File: src/rtl/sha2_compress_core_if.sv
// rtl/sha2_compress_core_if.sv - handshake, schedule-feed and digest bundle for sha2_compress_core
//
// Purpose: groups every non-clock/reset signal of the compression core so the
// schedule unit / digest consumer side and the core side connect through one port.
//
// Signals (direction as seen from the core, i.e. the slave modport):
//   clear                   in   synchronous abort back to IDLE
//   block_valid             in   a new block's schedule is available
//   block_ready             out  high only while the core is IDLE
//   first_block             in   1: start from init_value, 0: chain from H
//   init_value              in   IV, word a at the MSBs
//   round_index             out  current round t
//   message_schedule_value  in   W[t] for round_index (combinational return)
//   round_constant          in   K[t] for round_index (combinational return)
//   H                       out  intermediate/final hash, word a at the MSBs
//   digest_valid            out  one-cycle pulse after each completed block
//   busy                    out  high while rounds or the final update run

interface sha2_compress_core_if #(
  parameter int WORD_SIZE = 32,
  parameter int ROUNDS    = 64
);
  localparam int IDX_W = $clog2(ROUNDS);

  logic                   clear;
  logic                   block_valid;
  logic                   block_ready;
  logic                   first_block;
  logic [WORD_SIZE*8-1:0] init_value;
  logic [IDX_W-1:0]       round_index;
  logic [WORD_SIZE-1:0]   message_schedule_value;
  logic [WORD_SIZE-1:0]   round_constant;
  logic [WORD_SIZE*8-1:0] H;
  logic                   digest_valid;
  logic                   busy;

  // Schedule unit / digest consumer side.
  modport master (
    output clear,
    output block_valid,
    output first_block,
    output init_value,
    output message_schedule_value,
    output round_constant,
    input  block_ready,
    input  round_index,
    input  H,
    input  digest_valid,
    input  busy
  );

  // Compression core side.
  modport slave (
    input  clear,
    input  block_valid,
    input  first_block,
    input  init_value,
    input  message_schedule_value,
    input  round_constant,
    output block_ready,
    output round_index,
    output H,
    output digest_valid,
    output busy
  );
endinterface

File: src/rtl/sha2_compress_core.sv
// rtl/sha2_compress_core.sv - SHA-2 compression engine, one round per clock with hash chaining
//
// Purpose: runs the SHA-256 (WORD_SIZE=32, ROUNDS=64) or SHA-512 (WORD_SIZE=64,
// ROUNDS=80) compression function over one block per pass. The round index is
// driven out and W[t]/K[t] come back combinationally in the same cycle. After
// the last round the working variables are folded into H and digest_valid
// pulses for one cycle.
//
// Ports:
//   clock  in   rising-edge clock
//   reset  in   asynchronous active-low reset
//   bus    sha2_compress_core_if.slave: clear, block_valid/block_ready,
//          first_block, init_value, round_index, message_schedule_value,
//          round_constant, H, digest_valid, busy

module sha2_compress_core #(
  parameter int WORD_SIZE = 32,
  parameter int ROUNDS    = 64
) (
  input  logic                 clock,
  input  logic                 reset,
  sha2_compress_core_if.slave  bus
);

  localparam int               IDX_W      = $clog2(ROUNDS);
  localparam int               HASH_W     = WORD_SIZE * 8;
  localparam logic [IDX_W-1:0] LAST_ROUND = IDX_W'(ROUNDS - 1);

  // Only the two standard SHA-2 word/round pairings are meaningful.
  generate
    if (!((WORD_SIZE == 32 && ROUNDS == 64) || (WORD_SIZE == 64 && ROUNDS == 80))) begin : g_bad_params
      $error("sha2_compress_core: WORD_SIZE/ROUNDS must be 32/64 or 64/80");
    end
  endgenerate

  // Big-sigma rotate amounts for the selected variant.
  localparam int S0_R0 = (WORD_SIZE == 64) ? 28 : 2;
  localparam int S0_R1 = (WORD_SIZE == 64) ? 34 : 13;
  localparam int S0_R2 = (WORD_SIZE == 64) ? 39 : 22;
  localparam int S1_R0 = (WORD_SIZE == 64) ? 14 : 6;
  localparam int S1_R1 = (WORD_SIZE == 64) ? 18 : 11;
  localparam int S1_R2 = (WORD_SIZE == 64) ? 41 : 25;

  typedef enum logic [1:0] {
    ST_IDLE   = 2'd0,
    ST_ROUND  = 2'd1,
    ST_UPDATE = 2'd2
  } state_t;

  state_t state;
  state_t state_next;

  // Working variables a..h.
  logic [WORD_SIZE-1:0] a_q, b_q, c_q, d_q, e_q, f_q, g_q, h_q;

  logic [HASH_W-1:0]    hash_q;
  logic [HASH_W-1:0]    hash_sum;
  logic [HASH_W-1:0]    work_vec;
  logic [HASH_W-1:0]    load_vec;
  logic [IDX_W-1:0]     idx_q;
  logic [IDX_W-1:0]     idx_next;
  logic                 dv_q;
  logic                 dv_next;

  logic                 load_work;
  logic                 load_iv;
  logic                 do_round;
  logic                 do_update;
  logic                 ready_int;
  logic                 busy_int;

  logic [WORD_SIZE-1:0] sum0, sum1, ch, maj, t1, t2;

  function automatic logic [WORD_SIZE-1:0] rotr(input logic [WORD_SIZE-1:0] x, input int n);
    rotr = (x >> n) | (x << (WORD_SIZE - n));
  endfunction

  // ------------------------------------------------------------------
  // Round datapath (combinational, consumes this cycle's W and K)
  // ------------------------------------------------------------------
  assign sum0 = rotr(a_q, S0_R0) ^ rotr(a_q, S0_R1) ^ rotr(a_q, S0_R2);
  assign sum1 = rotr(e_q, S1_R0) ^ rotr(e_q, S1_R1) ^ rotr(e_q, S1_R2);
  assign ch   = (e_q & f_q) ^ (~e_q & g_q);
  assign maj  = (a_q & b_q) ^ (a_q & c_q) ^ (b_q & c_q);
  assign t1   = h_q + sum1 + ch + bus.round_constant + bus.message_schedule_value;
  assign t2   = sum0 + maj;

  assign work_vec = {a_q, b_q, c_q, d_q, e_q, f_q, g_q, h_q};

  // first_block picks the starting point: a fresh IV or the running hash.
  assign load_vec = bus.first_block ? bus.init_value : hash_q;

  // Per-word addition; each lane wraps on its own, no carry into the next word.
  always_comb begin
    hash_sum = '0;
    for (int i = 0; i < 8; i++) begin
      hash_sum[i*WORD_SIZE +: WORD_SIZE] = hash_q[i*WORD_SIZE +: WORD_SIZE]
                                         + work_vec[i*WORD_SIZE +: WORD_SIZE];
    end
  end

  // ------------------------------------------------------------------
  // Control FSM
  // ------------------------------------------------------------------
  always_ff @(posedge clock or negedge reset) begin
    if (!reset) begin
      state <= ST_IDLE;
    end else begin
      state <= state_next;
    end
  end

  always_comb begin
    state_next = state;
    idx_next   = idx_q;
    dv_next    = 1'b0;
    load_work  = 1'b0;
    load_iv    = 1'b0;
    do_round   = 1'b0;
    do_update  = 1'b0;
    ready_int  = 1'b0;
    busy_int   = 1'b0;

    case (state)
      ST_IDLE: begin
        ready_int = 1'b1;
        idx_next  = '0;
        if (bus.block_valid) begin
          load_work  = 1'b1;
          load_iv    = bus.first_block;
          state_next = ST_ROUND;
        end
      end
      ST_ROUND: begin
        busy_int = 1'b1;
        do_round = 1'b1;
        if (idx_q == LAST_ROUND) begin
          idx_next   = '0;
          state_next = ST_UPDATE;
        end else begin
          idx_next = idx_q + IDX_W'(1);
        end
      end
      ST_UPDATE: begin
        busy_int   = 1'b1;
        do_update  = 1'b1;
        dv_next    = 1'b1;
        state_next = ST_IDLE;
      end
      default: begin
        state_next = ST_IDLE;
      end
    endcase

    // Abort wins over everything, including a pending accept and the final
    // hash update, so H keeps the last completed digest.
    if (bus.clear) begin
      state_next = ST_IDLE;
      idx_next   = '0;
      dv_next    = 1'b0;
      load_work  = 1'b0;
      load_iv    = 1'b0;
      do_round   = 1'b0;
      do_update  = 1'b0;
    end
  end

  // ------------------------------------------------------------------
  // Registers
  // ------------------------------------------------------------------
  always_ff @(posedge clock or negedge reset) begin
    if (!reset) begin
      a_q <= '0;
      b_q <= '0;
      c_q <= '0;
      d_q <= '0;
      e_q <= '0;
      f_q <= '0;
      g_q <= '0;
      h_q <= '0;
    end else if (load_work) begin
      {a_q, b_q, c_q, d_q, e_q, f_q, g_q, h_q} <= load_vec;
    end else if (do_round) begin
      h_q <= g_q;
      g_q <= f_q;
      f_q <= e_q;
      e_q <= d_q + t1;
      d_q <= c_q;
      c_q <= b_q;
      b_q <= a_q;
      a_q <= t1 + t2;
    end
  end

  always_ff @(posedge clock or negedge reset) begin
    if (!reset) begin
      hash_q <= '0;
    end else if (load_iv) begin
      hash_q <= bus.init_value;
    end else if (do_update) begin
      hash_q <= hash_sum;
    end
  end

  always_ff @(posedge clock or negedge reset) begin
    if (!reset) begin
      idx_q <= '0;
      dv_q  <= 1'b0;
    end else begin
      idx_q <= idx_next;
      dv_q  <= dv_next;
    end
  end

  assign bus.block_ready  = ready_int;
  assign bus.busy         = busy_int;
  assign bus.round_index  = idx_q;
  assign bus.H            = hash_q;
  assign bus.digest_valid = dv_q;

endmodule

File: src/flat_wrapper.sv
// flat-port wrapper written by rule: the top's interface ports become plain ports
module sha2_compress_core_flat 
#(
  parameter int WORD_SIZE = 32,
  parameter int ROUNDS    = 64
)
  (clock, reset, bus_clear, bus_block_valid, bus_first_block, bus_init_value, bus_message_schedule_value, bus_round_constant, bus_block_ready, bus_round_index, bus_H, bus_digest_valid, bus_busy);
  sha2_compress_core_if #(.WORD_SIZE(WORD_SIZE), .ROUNDS(ROUNDS)) bus_i ();
  input  logic clock;
  input  logic reset;
  input wire logic [$bits(bus_i.clear)-1:0] bus_clear;
  input wire logic [$bits(bus_i.block_valid)-1:0] bus_block_valid;
  input wire logic [$bits(bus_i.first_block)-1:0] bus_first_block;
  input wire logic [$bits(bus_i.init_value)-1:0] bus_init_value;
  input wire logic [$bits(bus_i.message_schedule_value)-1:0] bus_message_schedule_value;
  input wire logic [$bits(bus_i.round_constant)-1:0] bus_round_constant;
  output wire logic [$bits(bus_i.block_ready)-1:0] bus_block_ready;
  output wire logic [$bits(bus_i.round_index)-1:0] bus_round_index;
  output wire logic [$bits(bus_i.H)-1:0] bus_H;
  output wire logic [$bits(bus_i.digest_valid)-1:0] bus_digest_valid;
  output wire logic [$bits(bus_i.busy)-1:0] bus_busy;
  assign bus_i.clear = bus_clear;
  assign bus_i.block_valid = bus_block_valid;
  assign bus_i.first_block = bus_first_block;
  assign bus_i.init_value = bus_init_value;
  assign bus_i.message_schedule_value = bus_message_schedule_value;
  assign bus_i.round_constant = bus_round_constant;
  assign bus_block_ready = bus_i.block_ready;
  assign bus_round_index = bus_i.round_index;
  assign bus_H = bus_i.H;
  assign bus_digest_valid = bus_i.digest_valid;
  assign bus_busy = bus_i.busy;
  sha2_compress_core #(.WORD_SIZE(WORD_SIZE), .ROUNDS(ROUNDS)) u_core (.clock(clock), .reset(reset), .bus(bus_i));
endmodule
File: config.mk
export PLATFORM = sky130hd
export DESIGN_NAME = sha2_compress_core_flat
export DESIGN_NICKNAME = d
export VERILOG_FILES = /design/src/rtl/sha2_compress_core_if.sv /design/src/rtl/sha2_compress_core.sv /design/src/flat_wrapper.sv
export SDC_FILE = /design/constraint.sdc
export NUM_CORES = 2
export LEC_CHECK = 0
export ABC_AREA = 1
export ABC_CLOCK_PERIOD_IN_PS = 7900
export BUFFER_PORTS_ARGS = -buffer_cell sky130_fd_sc_hd__buf_4
export CAP_MARGIN = 5
export CORE_UTILIZATION = 56
export CTS_CLUSTER_SIZE = 30
export DETAILED_ROUTE_END_ITERATION = 6
export HOLD_SLACK_MARGIN = 0.02
export PLACE_DENSITY = 0.77
export RECOVER_POWER = 100
export SYNTH_ARGS = -nofsm -noshare
export SYNTH_HDL_FRONTEND = slang
export SYNTH_SLANG_ARGS = --single-unit
export TNS_END_PERCENT = 1
File: constraint.sdc
create_clock -name clock -period 7.9 [get_ports clock]
set_clock_uncertainty 0.1 [all_clocks]
set_input_delay 0.395 -clock clock [delete_from_list [all_inputs] [get_ports clock]]
set_output_delay 0.395 -clock clock [all_outputs]
set_load 0.005 [all_outputs]
After elaboration in Yosys (flattened, before gate mapping)
Index checks and enable logic that the tools add are counted.
Widths: inputs -> output; s select.
{"block": "op_classes", "add_sub_neg": 16, "n_eq_ne": 5, "mux": 38, "bitwise_logic": 19, "n_reduce_logical": 6}
{"cell": "$mux 256", "n": 3}
{"cell": "$mux 32", "n": 16}
{"cell": "$add 32x32->32", "n": 15}
{"cell": "$xor 32x32->32", "n": 7}
{"cell": "$and 32x32->32", "n": 5}
{"cell": "$not 32->32", "n": 1}
{"cell": "$or 10x32->32", "n": 1}
{"cell": "$or 19x32->32", "n": 1}
{"cell": "$or 21x32->32", "n": 1}
{"cell": "$or 26x32->32", "n": 1}
{"cell": "$or 30x32->32", "n": 1}
{"cell": "$or 7x32->32", "n": 1}
{"cell": "$mux 1", "n": 12}
{"cell": "$mux 6", "n": 2}
{"cell": "$pmux 6 s2", "n": 1}
{"cell": "$add 6x1->6 const B", "n": 1}
{"cell": "$eq 6x6->1 const B", "n": 1}
{"cell": "$mux 2", "n": 3}
{"cell": "$pmux 2 s2", "n": 1}
{"cell": "$reduce_bool 2->1", "n": 2}
{"cell": "$ne 3x2->1 const B", "n": 1}
{"cell": "$ne 3x3->1 const B", "n": 1}
{"cell": "$reduce_bool 3->1", "n": 1}
{"cell": "$eq 2x1->1 const B", "n": 1}
{"cell": "4 further kinds", "n": 4}
{"block": "totals", "reg_bits": 521, "in_bits": 325}

Longest topological paths before layout
{"block": "depth", "ltp_word": 10, "depth_mapped": 39, "mapped_depth_nobuf": 39}

Worst setup path after synthesis
No wires, ideal clock.
{"block": "synth_path", "path_kind": "register -> register", "start": "register u_core.e_q[1]", "end": "register u_core.a_q[20]", "setup_ns": 0.130, "arrival_ns": 5.542, "required_ns": 7.670, "path_slack_ns": 2.128, "stages_incl_launch_ff": 33, "path_buffers": 1, "period_less_slack_ns": 5.772, "cell_sequence": "dfrtp_1 -> clkbuf_1 -> o21ai_0 -> fa_1 -> fa_1 -> fa_1 -> inv_1 -> ha_1 -> inv_1 -> fa_1 -> inv_1 -> nand2_1 -> nand3_2 -> inv_1 -> o21bai_2 -> nand2_1 -> nand2_1 -> a31o_2 -> xor2_1 -> inv_1 -> fa_1 -> inv_1 -> ha_1 -> a21oi_1 -> o21a_1 -> o21ai_0 -> inv_1 -> nand3_1 -> or2_2 -> nand3_1 -> nand3_1 -> nand2_1 -> o21ai_0"}
{"block": "synth_between", "elab_chain_cells": 9}
{"element": "from (decl)", "line_no": "sha2_compress_core.sv:54", "rtl": "logic [WORD_SIZE-1:0] a_q, b_q, c_q, d_q, e_q, f_q, g_q, h_q;"}
{"element": "from (signal assigned)", "line_no": "sha2_compress_core.sv:182", "rtl": "{a_q, b_q, c_q, d_q, e_q, f_q, g_q, h_q} <= load_vec;"}
{"element": "from (signal assigned)", "line_no": "sha2_compress_core.sv:187", "rtl": "e_q <= d_q + t1;"}
{"element": "$or 7x32->32 / $not 32->32 (equally long branches)", "line_no": "sha2_compress_core.sv:75, sha2_compress_core.sv:83"}
{"element": "$xor 32x32->32 / $and 32x32->32 (equally long branches)", "line_no": "sha2_compress_core.sv:82, sha2_compress_core.sv:83"}
{"element": "$add 32x32->32 / $xor 32x32->32 (equally long branches)", "line_no": "sha2_compress_core.sv:85, sha2_compress_core.sv:83"}
{"element": "$add 32x32->32 (*) (3 in series)", "line_no": "sha2_compress_core.sv:85", "rtl": "assign t1 = h_q + sum1 + ch + bus.round_constant + bus.message_schedule_value;"}
{"element": "$add 32x32->32 (*)", "line_no": "sha2_compress_core.sv:191", "rtl": "a_q <= t1 + t2;"}
{"element": "$mux 32 (*)", "line_no": "sha2_compress_core.sv:183", "rtl": "end else if (do_round) begin"}
{"element": "$mux 32 (*)", "line_no": "sha2_compress_core.sv:181", "rtl": "end else if (load_work) begin"}
{"element": "to (signal assigned)", "line_no": "sha2_compress_core.sv:182"}
{"element": "to (signal assigned)", "line_no": "sha2_compress_core.sv:191"}
{"element": "to (decl)", "line_no": "sha2_compress_core.sv:54"}
Mark *: on every way between the ends. The rest lies on a longest branch, timed or not. The select of a mux whose other input is x is not followed.
A chain may end at the register's enable or synchronous reset.

Worst setup path in the final report
{"block": "layout_path", "start": "register u_core.state[1]", "end": "register u_core.hash_q[171], in the netlist u_core.bus.H[171]"}
{"block": "layout_between", "elab_chain_cells": 4}
{"element": "from (decl)", "line_no": "sha2_compress_core.sv:50", "rtl": "state_t state;"}
{"element": "from (signal assigned)", "line_no": "sha2_compress_core.sv:109", "rtl": "state <= state_next;"}
{"element": "$eq 2x2->1 / $logic_not 2->1 (equally long branches)", "line_no": "sha2_compress_core.sv:124", "rtl": "case (state)"}
{"element": "$mux 1", "line_no": "sha2_compress_core.sv:124"}
{"element": "$mux 1", "line_no": "sha2_compress_core.sv:157", "rtl": "if (bus.clear) begin"}
{"element": "$reduce_bool 2->1 (no line) / $mux 256 (equally long branches)"}
{"element": "to (signal assigned)", "line_no": "sha2_compress_core.sv:199", "rtl": "hash_q <= bus.init_value;"}
{"element": "to (signal assigned)", "line_no": "sha2_compress_core.sv:201", "rtl": "hash_q <= hash_sum;"}
{"element": "to (decl)", "line_no": "sha2_compress_core.sv:56", "rtl": "logic [HASH_W-1:0] hash_q;"}
Several ways; a longest one is shown, not always the timed one.

==> summary.txt <==
STA
  – Setup WS post-layout: around 0.1 ns
  – Hold Violations, Final: 0
  – Top achievable clock speed: 0.128 GHz
  – Total negative slack for setup checks: 0 ns
  – Final-report setup violation count: 0
  – Worst-margin pin slew: between 4 and 5 ns
  – Worst slew margin relative to its limit: -211%
  – Crit share post-route: 98.7%
  – Final max-slew violation count: between 1.5k and 2k
  – Final Critical Period: 7.80 ns
  – Setup repair after global routing missed its margin: false

Routing
  – Remaining DRCs: 19
  – First drt pass iteration count: 7
  – Routed length per instance: ~27 µm
  – Number of vias per cell: between 6 and 7
  – Wirelength, routed: 250,000 µm
  – Vias: between 50k and 60k
  – Post-detailed-route count of antenna-violating nets: 0
  – Initial drt markers: slightly below 9k

Cells and area
  – Relative area change from synthesis to final layout: 17.1%
  – Layout cells sized above 1: 9.41%
  – Util after Layout: between 60% and 70%
  – Layout filler cell count: approximately 7.8k
  – Final #Nets: 8,889

Placed design
  – Placed wire-length estimate: about 190,000 µm
  – Number of buffers added on ports: a little under 600
  – Worst slack at placement: just over 1 ns
  – Gp weighted congestion: 1.10

Run status
  – Violations in the final reports: design-rule violations, max-capacitance violations, max-slew violations
  – Outcome: finished, violations left

Floorplanning
  – Die extent in x: roughly 300 µm
  – Initial Utilization: between 50% and 60%
  – Area of the placeable core: around 89,000 µm²
  – Die area: 91,500 µm²
  – Floorplan row count: approximately 110
  – Die Y-Extent: around 300 µm
  – Ports: 590

Synthesis
  – Most numerous cell types in the synthesized netlist: sky130_fd_sc_hd__nand2_1, sky130_fd_sc_hd__inv_1, sky130_fd_sc_hd__nor2_1, sky130_fd_sc_hd__o21ai_0, sky130_fd_sc_hd__a21oi_1
  – Post-Synthesis Cell Area: 50,600 µm²
  – Count of warnings emitted by yosys: 0
  – Synth area leaders: sky130_fd_sc_hd__dfrtp_1, sky130_fd_sc_hd__nand2_1, sky130_fd_sc_hd__ha_1
  – Cell type contributing the most total cell area after synthesis: sky130_fd_sc_hd__dfrtp_1
  – Synthesized Nets: a little over 8k
  – Unique masters post-synth: 60
  – Yosys reg bits: 521
  – Number of flops mapped to enable cells by yosys: 0
  – Predominant post-synthesis flop cell: sky130_fd_sc_hd__dfrtp_1
  – Most common cell in the synthesized netlist: sky130_fd_sc_hd__nand2_1
  – Mean instance size in the synthesized netlist: approximately 6.8 µm²
  – Fraction of synthesized cell area taken by the top area cell type: 25.8%
  – Asr flop ratio synth: between 90% and 100%
  – Proportion of synthesized chip area in sequential cells: around a quarter
  – Number of instances in the synthesized netlist: between 7k and 8k

Critical path
  – Kind of capture point of the worst setup path: flip-flop
  – Type of the worst setup path: reg2reg
  – Critical path data arrival time: between 8 and 9 ns
  – Required @ worst endpoint: between 8 and 9 ns
  – Worst setup slack for register-to-register paths: between 0.1 and 0.15 ns
  – Worst setup startpoint: u_core.state[1]
  – Launch instance of the worst register-to-register path: u_core.state[1]
  – Crit Reg-Reg Endpoint: u_core.bus.H[171]
  – Kind of start point of the critical path: flip-flop
  – Worst-path fanout max: 55
  – Capturing element of the worst setup path: u_core.bus.H[171]
  – Cell count of the worst reg-to-reg path: 10

Clock network
  – Clock Latency Late Sink: ~0.66 ns
  – CTS root buf: sky130_fd_sc_hd__clkbuf_16
  – Total clock buffers created by CTS: 66
  – Clock tree from TritonCTS: done
  – Number of sinks driven by the clock tree: 521
  – Clock transition at the registers of the reported paths: approximately 0.06 ns
  – Worst-case clock buffer depth: 3
  – CTS H-tree depth: 3
  – Quantity of gates resized following cts: 0

Global routing
  – Vias in the first global route: around 56k
  – GRT Resource Usage Total: a little over half
  – Met1 GRT Util: around three fifths
  – Wire length of the first global-routing pass: about 360,000 µm
  – GR Util met2: between 70% and 80%
  – Highest-utilization routing layer at the global route stage: met2
  – Initial antenna violation count: 11
  – Maximum number of pins on one net before global-route repair: roughly 190
  – Met3 global-route usage: 17.4%
  – Total grt overflow: 0

Flow run
  – Max cap viols: 21

Worst hold path
  – Hold crit path type: in2reg
## routing by layer
metal | vias up | wire (µm)
met4 | 4 | 30800
met3 | 1482 | 32500
met5 | - | 23
met1 | 27373 | 83500
met2 | 4789 | 104000
li1 | 26164 | -
## state kept, by name, summed over array words and instances (netlist names)
| register | count |
|---|---|
| u_core.a_q | 32 |
| u_core.b_q | 32 |
| u_core.bus.H | 256 |
| u_core.bus.digest_valid | 1 |
| u_core.bus.round_index | 6 |
| u_core.c_q | 32 |
| u_core.d_q | 32 |
| u_core.e_q | 32 |
| u_core.f_q | 32 |
| u_core.g_q | 32 |
| u_core.h_q | 32 |
| u_core.state | 2 |
## logic make-up (layout without fill, tap and decap cells)
family	count (synthesis)	after routing	synth area share (%)
buffers and inverters	1293	1962	9.97
and+or+nand+nor	3179	3179	26.2
DFF	521	521	25.8
muxes	10	10	0.198
AOI/OAI and AO/OA	1805	1805	20.9
other	0	9	0
xor gates and xnor gates	176	176	3.05
adders and majority gates	479	479	13.8
## worst max-delay path, stage by stage, from the launching register on
cell and delay [ns]:
sky130_fd_sc_hd__dfrtp_1 0.37, sky130_fd_sc_hd__inv_1 0.11, sky130_fd_sc_hd__ha_1 0.26, sky130_fd_sc_hd__nand3_4 0.23
sky130_fd_sc_hd__clkbuf_1 1.92, sky130_fd_sc_hd__nor2_4 0.08, sky130_fd_sc_hd__inv_2 0.66, sky130_fd_sc_hd__clkbuf_1 2.93
sky130_fd_sc_hd__o21ai_0 0.50, sky130_fd_sc_hd__a21oi_1 0.30, sky130_fd_sc_hd__o22a_1 0.15
## through the flow
stage / hold WS, ns / area (µm²) / std cells
floorplan: -0.000591 / 50600 / 7463
global placement: 0.326 / 55800 / 9004
detailed placement: 0.333 / 55800 / 9004
CTS: 0.0205 / 59700 / 9294
global route: 0.0244 / 59200 / 9300
finish: 0.0246 / 59200 / 9306
## worst min-delay path by stage
stage | slack [ns] | cells after the start | startpoint | end
after global placement | 0.33 | 1 | reset | u_core.bus.H[25]
after CTS | 0.02 | 3 | bus_init_value[152] | u_core.d_q[24]
final | 0.02 | 3 | bus_init_value[156] | u_core.d_q[28]
after global routing | 0.02 | 3 | bus_init_value[233] | u_core.bus.H[233]
after floorplan | -0.0006 | 0 | reset | u_core.a_q[0]
after detailed placement | 0.33 | 1 | reset | u_core.bus.H[26]
## layout make-up
type	count	area (µm²)	share of cell area, %
Sequential cell	521	13000	22.0
Clock buffer	90	1900	3.20
Timing Repair Buffer	810	6170	10.4
Tap cell	1165	1460	2.46
Antenna cell	9	22.5	0.0380
Inverter	1037	3910	6.60
Clock inverter	25	308	0.520
Multi-Input combinational cell	5649	32400	54.8
## cells in the final DEF, fill, tap and decap left out, types with 8 or more instances in the layout
cell / count
sky130_fd_sc_hd__nand2_1: 1763
sky130_fd_sc_hd__inv_1: 1028
sky130_fd_sc_hd__nor2_1: 717
sky130_fd_sc_hd__o21ai_0: 604
sky130_fd_sc_hd__a21oi_1: 541
sky130_fd_sc_hd__dfrtp_1: 521
sky130_fd_sc_hd__nand3_1: 395
sky130_fd_sc_hd__buf_4: 349
sky130_fd_sc_hd__ha_1: 346
sky130_fd_sc_hd__a31oi_1: 249
sky130_fd_sc_hd__dlygate4sd3_1: 176
sky130_fd_sc_hd__clkbuf_4: 175
sky130_fd_sc_hd__fa_1: 133
sky130_fd_sc_hd__clkbuf_1: 109
sky130_fd_sc_hd__xor2_1: 91
sky130_fd_sc_hd__a32oi_1: 88
sky130_fd_sc_hd__xnor2_1: 85
sky130_fd_sc_hd__nand4_1: 79
sky130_fd_sc_hd__nor3_1: 70
sky130_fd_sc_hd__clkbuf_16: 69
sky130_fd_sc_hd__a21o_1: 64
sky130_fd_sc_hd__or2_2: 53
sky130_fd_sc_hd__o21bai_1: 43
sky130_fd_sc_hd__a41oi_1: 41
sky130_fd_sc_hd__o211ai_1: 37
sky130_fd_sc_hd__nand3b_1: 34
sky130_fd_sc_hd__o21a_1: 33
sky130_fd_sc_hd__a22oi_1: 25
sky130_fd_sc_hd__nand2_2: 20
sky130_fd_sc_hd__a21boi_0: 16
sky130_fd_sc_hd__o221ai_1: 16
sky130_fd_sc_hd__o21ai_2: 14
sky130_fd_sc_hd__nor4_1: 14
sky130_fd_sc_hd__o21ai_1: 11
sky130_fd_sc_hd__mux2i_1: 10
sky130_fd_sc_hd__diode_2: 9
sky130_fd_sc_hd__clkinv_2: 9
sky130_fd_sc_hd__clkbuf_8: 9
sky130_fd_sc_hd__and3_1: 8
## repair_timing
action | in CTS | in global routing
setup endpoints to repair | 0 | 0
hold buffers | 175 | 1
endpoints found under the hold margin | 338 | 1
setup buffers | 0 | 0
Power is not shown: default switching activity piles up to over one toggle a cycle in this logic, so the estimate is an artifact.
